$ cat src/rtl/cmp_arb_pkg.sv
// Shared definitions for the comparator arbiter: FSM encoding and default sizes.
package cmp_arb_pkg;

    localparam int unsigned CMP_ARB_W_DEFAULT     = 8;
    localparam int unsigned CMP_ARB_N_REQ_DEFAULT = 4;

    typedef enum logic [1:0] {
        IDLE = 2'd0,
        CMP  = 2'd1,
        RESP = 2'd2
    } cmp_arb_state_e;

endpackage

$ cat src/rtl/dual_mode_compare.sv
// Combinational W-bit comparator, two's-complement or unsigned per is_signed.
module dual_mode_compare
    import cmp_arb_pkg::*;
#(
    parameter int unsigned W = CMP_ARB_W_DEFAULT
) (
    input  logic [W-1:0] a,
    input  logic [W-1:0] b,
    input  logic         is_signed,
    output logic         gt,
    output logic         eq
);

    assign gt = is_signed ? ($signed(a) > $signed(b)) : (a > b);
    assign eq = (a == b);

endmodule

$ cat src/rtl/comparator_arbiter.sv
// Round-robin shared comparator: N_REQ requesters, one registered compare, tagged response.
// Optional resp_eq output is enabled by defining CMP_ARB_EQ_EN.
module comparator_arbiter
    import cmp_arb_pkg::*;
#(
    parameter int unsigned N_REQ = CMP_ARB_N_REQ_DEFAULT,
    parameter int unsigned W     = CMP_ARB_W_DEFAULT,
    parameter int unsigned ID_W  = $clog2(N_REQ)
) (
    input  logic               clk,
    input  logic               reset_n,
    input  logic [N_REQ-1:0]   req_valid,
    output logic [N_REQ-1:0]   req_ready,
    input  logic [N_REQ*W-1:0] req_a,
    input  logic [N_REQ*W-1:0] req_b,
    input  logic [N_REQ-1:0]   req_signed,
    output logic               resp_valid,
    input  logic               resp_ready,
    output logic [ID_W-1:0]    resp_id,
    output logic               resp_gt
`ifdef CMP_ARB_EQ_EN
    ,
    output logic               resp_eq
`endif
);

    cmp_arb_state_e  r_state;
    logic [ID_W-1:0] r_rr_ptr;
    logic [W-1:0]    r_a;
    logic [W-1:0]    r_b;
    logic            r_signed;
    logic [ID_W-1:0] r_id;
    logic            r_resp_valid;
    logic [ID_W-1:0] r_resp_id;
    logic            r_resp_gt;

    logic            w_found;
    logic [ID_W-1:0] w_grant_idx;
    logic [ID_W-1:0] w_next_ptr;
    logic [N_REQ-1:0] w_ready;
    logic [W-1:0]    w_sel_a;
    logic [W-1:0]    w_sel_b;
    logic            w_sel_s;
    logic            w_gt;
    logic            w_eq;

    // First valid requester at or after r_rr_ptr, wrapping modulo N_REQ.
    always_comb begin
        int unsigned v_sum;
        logic [ID_W-1:0] v_cand;
        w_found     = 1'b0;
        w_grant_idx = '0;
        v_sum       = 0;
        v_cand      = '0;
        for (int unsigned k = 0; k < N_REQ; k++) begin
            v_sum = 32'(r_rr_ptr) + k;
            if (v_sum >= N_REQ) begin
                v_sum = v_sum - N_REQ;
            end
            v_cand = ID_W'(v_sum);
            if (!w_found && req_valid[v_cand]) begin
                w_found     = 1'b1;
                w_grant_idx = v_cand;
            end
        end
    end

    // Operand mux for the granted requester.
    always_comb begin
        w_sel_a = '0;
        w_sel_b = '0;
        w_sel_s = 1'b0;
        for (int unsigned k = 0; k < N_REQ; k++) begin
            if (ID_W'(k) == w_grant_idx) begin
                w_sel_a = req_a[k*W +: W];
                w_sel_b = req_b[k*W +: W];
                w_sel_s = req_signed[k];
            end
        end
    end

    assign w_next_ptr = (w_grant_idx == ID_W'(N_REQ - 1)) ? '0 : w_grant_idx + ID_W'(1);
    assign w_ready    = (reset_n && (r_state == IDLE) && w_found)
                        ? (N_REQ'(1) << w_grant_idx) : '0;

    dual_mode_compare #(.W(W)) u_cmp (
        .a         (r_a),
        .b         (r_b),
        .is_signed (r_signed),
        .gt        (w_gt),
        .eq        (w_eq)
    );

`ifdef CMP_ARB_EQ_EN
    logic r_resp_eq;
    assign resp_eq = r_resp_eq;
`else
    logic w_eq_unused;
    assign w_eq_unused = w_eq;
`endif

    always_ff @(posedge clk) begin
        if (!reset_n) begin
            r_state      <= IDLE;
            r_rr_ptr     <= '0;
            r_a          <= '0;
            r_b          <= '0;
            r_signed     <= 1'b0;
            r_id         <= '0;
            r_resp_valid <= 1'b0;
            r_resp_id    <= '0;
            r_resp_gt    <= 1'b0;
`ifdef CMP_ARB_EQ_EN
            r_resp_eq    <= 1'b0;
`endif
        end else begin
            case (r_state)
                IDLE: begin
                    if (w_found) begin
                        r_a      <= w_sel_a;
                        r_b      <= w_sel_b;
                        r_signed <= w_sel_s;
                        r_id     <= w_grant_idx;
                        r_rr_ptr <= w_next_ptr;
                        r_state  <= CMP;
                    end
                end
                CMP: begin
                    r_resp_gt    <= w_gt;
`ifdef CMP_ARB_EQ_EN
                    r_resp_eq    <= w_eq;
`endif
                    r_resp_id    <= r_id;
                    r_resp_valid <= 1'b1;
                    r_state      <= RESP;
                end
                RESP: begin
                    // Result registers hold until the consumer accepts.
                    if (resp_ready) begin
                        r_resp_valid <= 1'b0;
                        r_state      <= IDLE;
                    end
                end
                default: r_state <= IDLE;
            endcase
        end
    end

    assign req_ready  = w_ready;
    assign resp_valid = r_resp_valid;
    assign resp_id    = r_resp_id;
    assign resp_gt    = r_resp_gt;

endmodule
$ cat config.mk
export PLATFORM = sky130hd
export DESIGN_NAME = comparator_arbiter
export DESIGN_NICKNAME = d
export VERILOG_FILES = /design/src/rtl/cmp_arb_pkg.sv /design/src/rtl/dual_mode_compare.sv /design/src/rtl/comparator_arbiter.sv
export SDC_FILE = /design/constraint.sdc
export NUM_CORES = 1
export LEC_CHECK = 0
export CAP_MARGIN = 20
export CORE_ASPECT_RATIO = 0.5
export CORE_MARGIN = 5
export CORE_UTILIZATION = 30
export CTS_CLUSTER_DIAMETER = 60
export DETAILED_ROUTE_END_ITERATION = 8
export GPL_TIMING_DRIVEN = 0
export PLACE_DENSITY_LB_ADDON = 0.1
export SKIP_CTS_REPAIR_TIMING = 1
export SKIP_LAST_GASP = 1
export SYNTH_ARGS = -nofsm -noshare
export SYNTH_HDL_FRONTEND = slang
export SYNTH_SLANG_ARGS = --single-unit
$ cat constraint.sdc
create_clock -name clk -period 2.8 [get_ports clk]
set_input_delay 0.7 -clock clk [delete_from_list [all_inputs] [get_ports clk]]
set_output_delay 0.7 -clock clk [all_outputs]
set_load 0.01 [all_outputs]
==> reports/results.ini <==
[timing]
tightest_slew_ns = 0.490
slew_headroom_pct = 67.3
rsz0062_at_grt = yes
finalCriticalPeriod_ns = 2.88
setup-violations-final = 3
fin_ws_ns = -0.0822
drv_slew = 0
finalHoldViolCount = 0
fin_crit_sh_pct = 103
clock.fmax_ghz = 0.347
worst_hold_slack_ns = 0.523
finClkSkew_ns = 0.00321

[synthesis]
synth.area.top_cells = dfxtp_1 28%, a21oi_1 10%, a221oi_2 8.5%, ha_1 7.8%, nor2b_1 7.1%
seq_area_frac_synth_pct = 27.9
ys_warn_count = 0
yosysUniqueCellTypes = 33
yosysTopAreaCellShare_pct = 27.9
syn_avg_cell_area_um2 = 8.28
syn_area_mm2 = 0.00194
yosys.area.top_type = dfxtp_1
ys_async_sr_fraction_pct = 0
syn-num-nets = 321
yosys_most_used_dff = dfxtp_1
ys_ff_latch = 27
syn_inst = 234
synth_edf_count = 0

[clock_network]
cts_buffers = 3
cts-root-buf = clkbuf_16
cts_tree = yes
cts_max_level = 1
clock-sinks = 27
clkLatencyLatePin_ns = 0.26
path_clk_slew_ns = 0.06
clk_path_buf_depth = 2

[route]
first_pass_iters = 4
drtAntennaViolNets = 0
drc_errors = 0
vias = 2073
viasPerCell = 4.95
wire_per_inst_um = 15.3
drt-initial-drc-count = 74
routed_wirelength_um = 6430

[die]
die_h_um = 66.8
std_cell_rows = 20
dieArea_mm2 = 0.00826
core_area_mm2 = 0.00616
die_w_um = 124
start_util_pct = 31.5
pin_count = 83

[layout]
finish.net_count = 419
final_common_cell = clkdlybuf4s50_1
area_growth_pct = 62.5
antennaDiodeCount = 0
drive_above_1_share_pct = 18.7
layout_common_cells = 74 x clkdlybuf4s50_1, 39 x a21oi_1, 26 x dfxtp_1, 22 x nor2b_1

[pwr]
p_per_area_mw_per_mm2 = 587
peakVddDrop_uv = 280
leakage_uw = 0.00126

[place]
place_worst_setup_slack_ns = -1.26
dp_hpwl_um = 5100
portBuffers = 82
place.gp.congestion = 0.779

[global_routing]
grt_util_all_layers_pct = 15.5
grt_max_degree = 15
grt-ovfl-total = 0
grt_first_pass_wirelength_um = 9960
grt_pass1_vias = 2086
antenna_found_initial = 0

[setup_path]
crit_fanout = 8
startpoint_type = input port
required_ns = 2.10
path_class = in2out
crit_arrival_ns = 2.18
cp-end-kind = primary output

[job]
cap_viol_max_count = 0

[hold_path]
hp-class = reg2reg

[run_status]
status = finished with violations
violations = negative setup slack

-- per-stage QoR --
stage / TNS (ns) / cells / area, um^2 / util [%] / power, uW
2_1_floorplan: 0 / 234 / 1940 / - / 1120
3_3_place_gp: -11.62 / 404 / 2870 / 46.7 / 1400
3_5_place_dp: -12.97 / 404 / 2870 / 46.7 / 1420
4_1_cts: -8.37 / 408 / 2950 / 48.0 / 1750
5_1_grt: -0.411 / 419 / 3150 / 51.1 / 1990
6_report: -0.114 / 419 / 3150 / 51.1 / 1850
-- final cells by class --
type | instances | area, um^2
Clock buffer | 4 | 78.8
Tap cell | 88 | 110
Timing Repair Buffer | 94 | 912
Inverter | 15 | 56.3
Buffer | 19 | 163
Sequential cell | 27 | 542
Fill cell | 626 | 3010
Multi-Input combinational cell | 172 | 1280
-- final timing paths --
check | from | endpoint | depth (start not counted) | slack [ns]
setup / recovery | req_valid[0] | req_ready[1] | 10 | -0.08
hold / removal | r_b[5]$_SDFFE_PN0P_ | r_b[5]$_SDFFE_PN0P_ | 2 | 0.52
setup reg to reg | r_rr_ptr[1]$_SDFFE_PN0P_ | r_a[2]$_SDFFE_PN0P_ | 12 | 0.25
hold reg to reg | r_b[5]$_SDFFE_PN0P_ | r_b[5]$_SDFFE_PN0P_ | 2 | 0.52
-- Yosys cell counts (2+ instances only) --
| cell type | n |
|---|---|
| o21ai_0 | 3 |
| buf_6 | 5 |
| nand2b_1 | 3 |
| buf_4 | 3 |
| buf_2 | 6 |
| and3_1 | 6 |
| a21oi_1 | 40 |
| a221oi_2 | 11 |
| clkbuf_1 | 6 |
| inv_1 | 15 |
| nand3b_1 | 2 |
| nor2_1 | 3 |
| nor3_1 | 19 |
| mux2i_1 | 8 |
| nand2_1 | 5 |
| dfxtp_1 | 27 |
| ha_1 | 12 |
| o21ai_1 | 19 |
| nor2b_1 | 22 |
| a221oi_1 | 6 |
-- where the power goes --
part / internal [uW] / switching, uW
clock: 195 / 133
combinational: 526 / 484
sequential: 458 / 51.1
total: 1180 / 668
-- critical path: stages --
cell and delay, ns:
buf_8 0.11, mux2i_2 0.15, nor2_2 0.08, nor4_4 0.32, buf_4 0.18, ha_4 0.13
buf_8 0.12, buf_12 0.11, and3_4 0.17, buf_6 0.10
-- kinds of logic (layout without fill, tap and decap cells) --
kind of cell	count (synthesis)	count (layout)	synth area share (%)
flip-flops	27	27	27.9
multiplexers	8	8	4.13
AND/OR/NAND/NOR	68	68	21.1
AO/OA/AOI/OAI	84	84	29.4
adder cells (fa/ha/maj)	12	12	7.75
buffers and inverters	35	132	9.69
-- metal layers --
layer | GRT usage (%) | wire [um] | share of wire (%) | up-vias
li1 | - | - | - | 1047
met1 | 20.1 | 2900 | 45 | 986
met2 | 27.5 | 3210 | 50 | 36
met3 | 3.22 | 282 | 4.4 | 4
met4 | 1.38 | 34 | 0.53 | 0
met5 | 0 | 0 | 0 | -
-- flip-flops by register name, summed over array words and instances (netlist names) --
| name | flops |
|---|---|
| resp_gt | 1 |
| resp_id | 2 |
| resp_valid | 1 |
| r_a | 8 |
| r_rr_ptr | 2 |
| r_signed | 1 |
| r_id | 2 |
| r_state | 2 |
| r_b | 8 |
No activity file was read; power rests on OpenSTA's default activity.
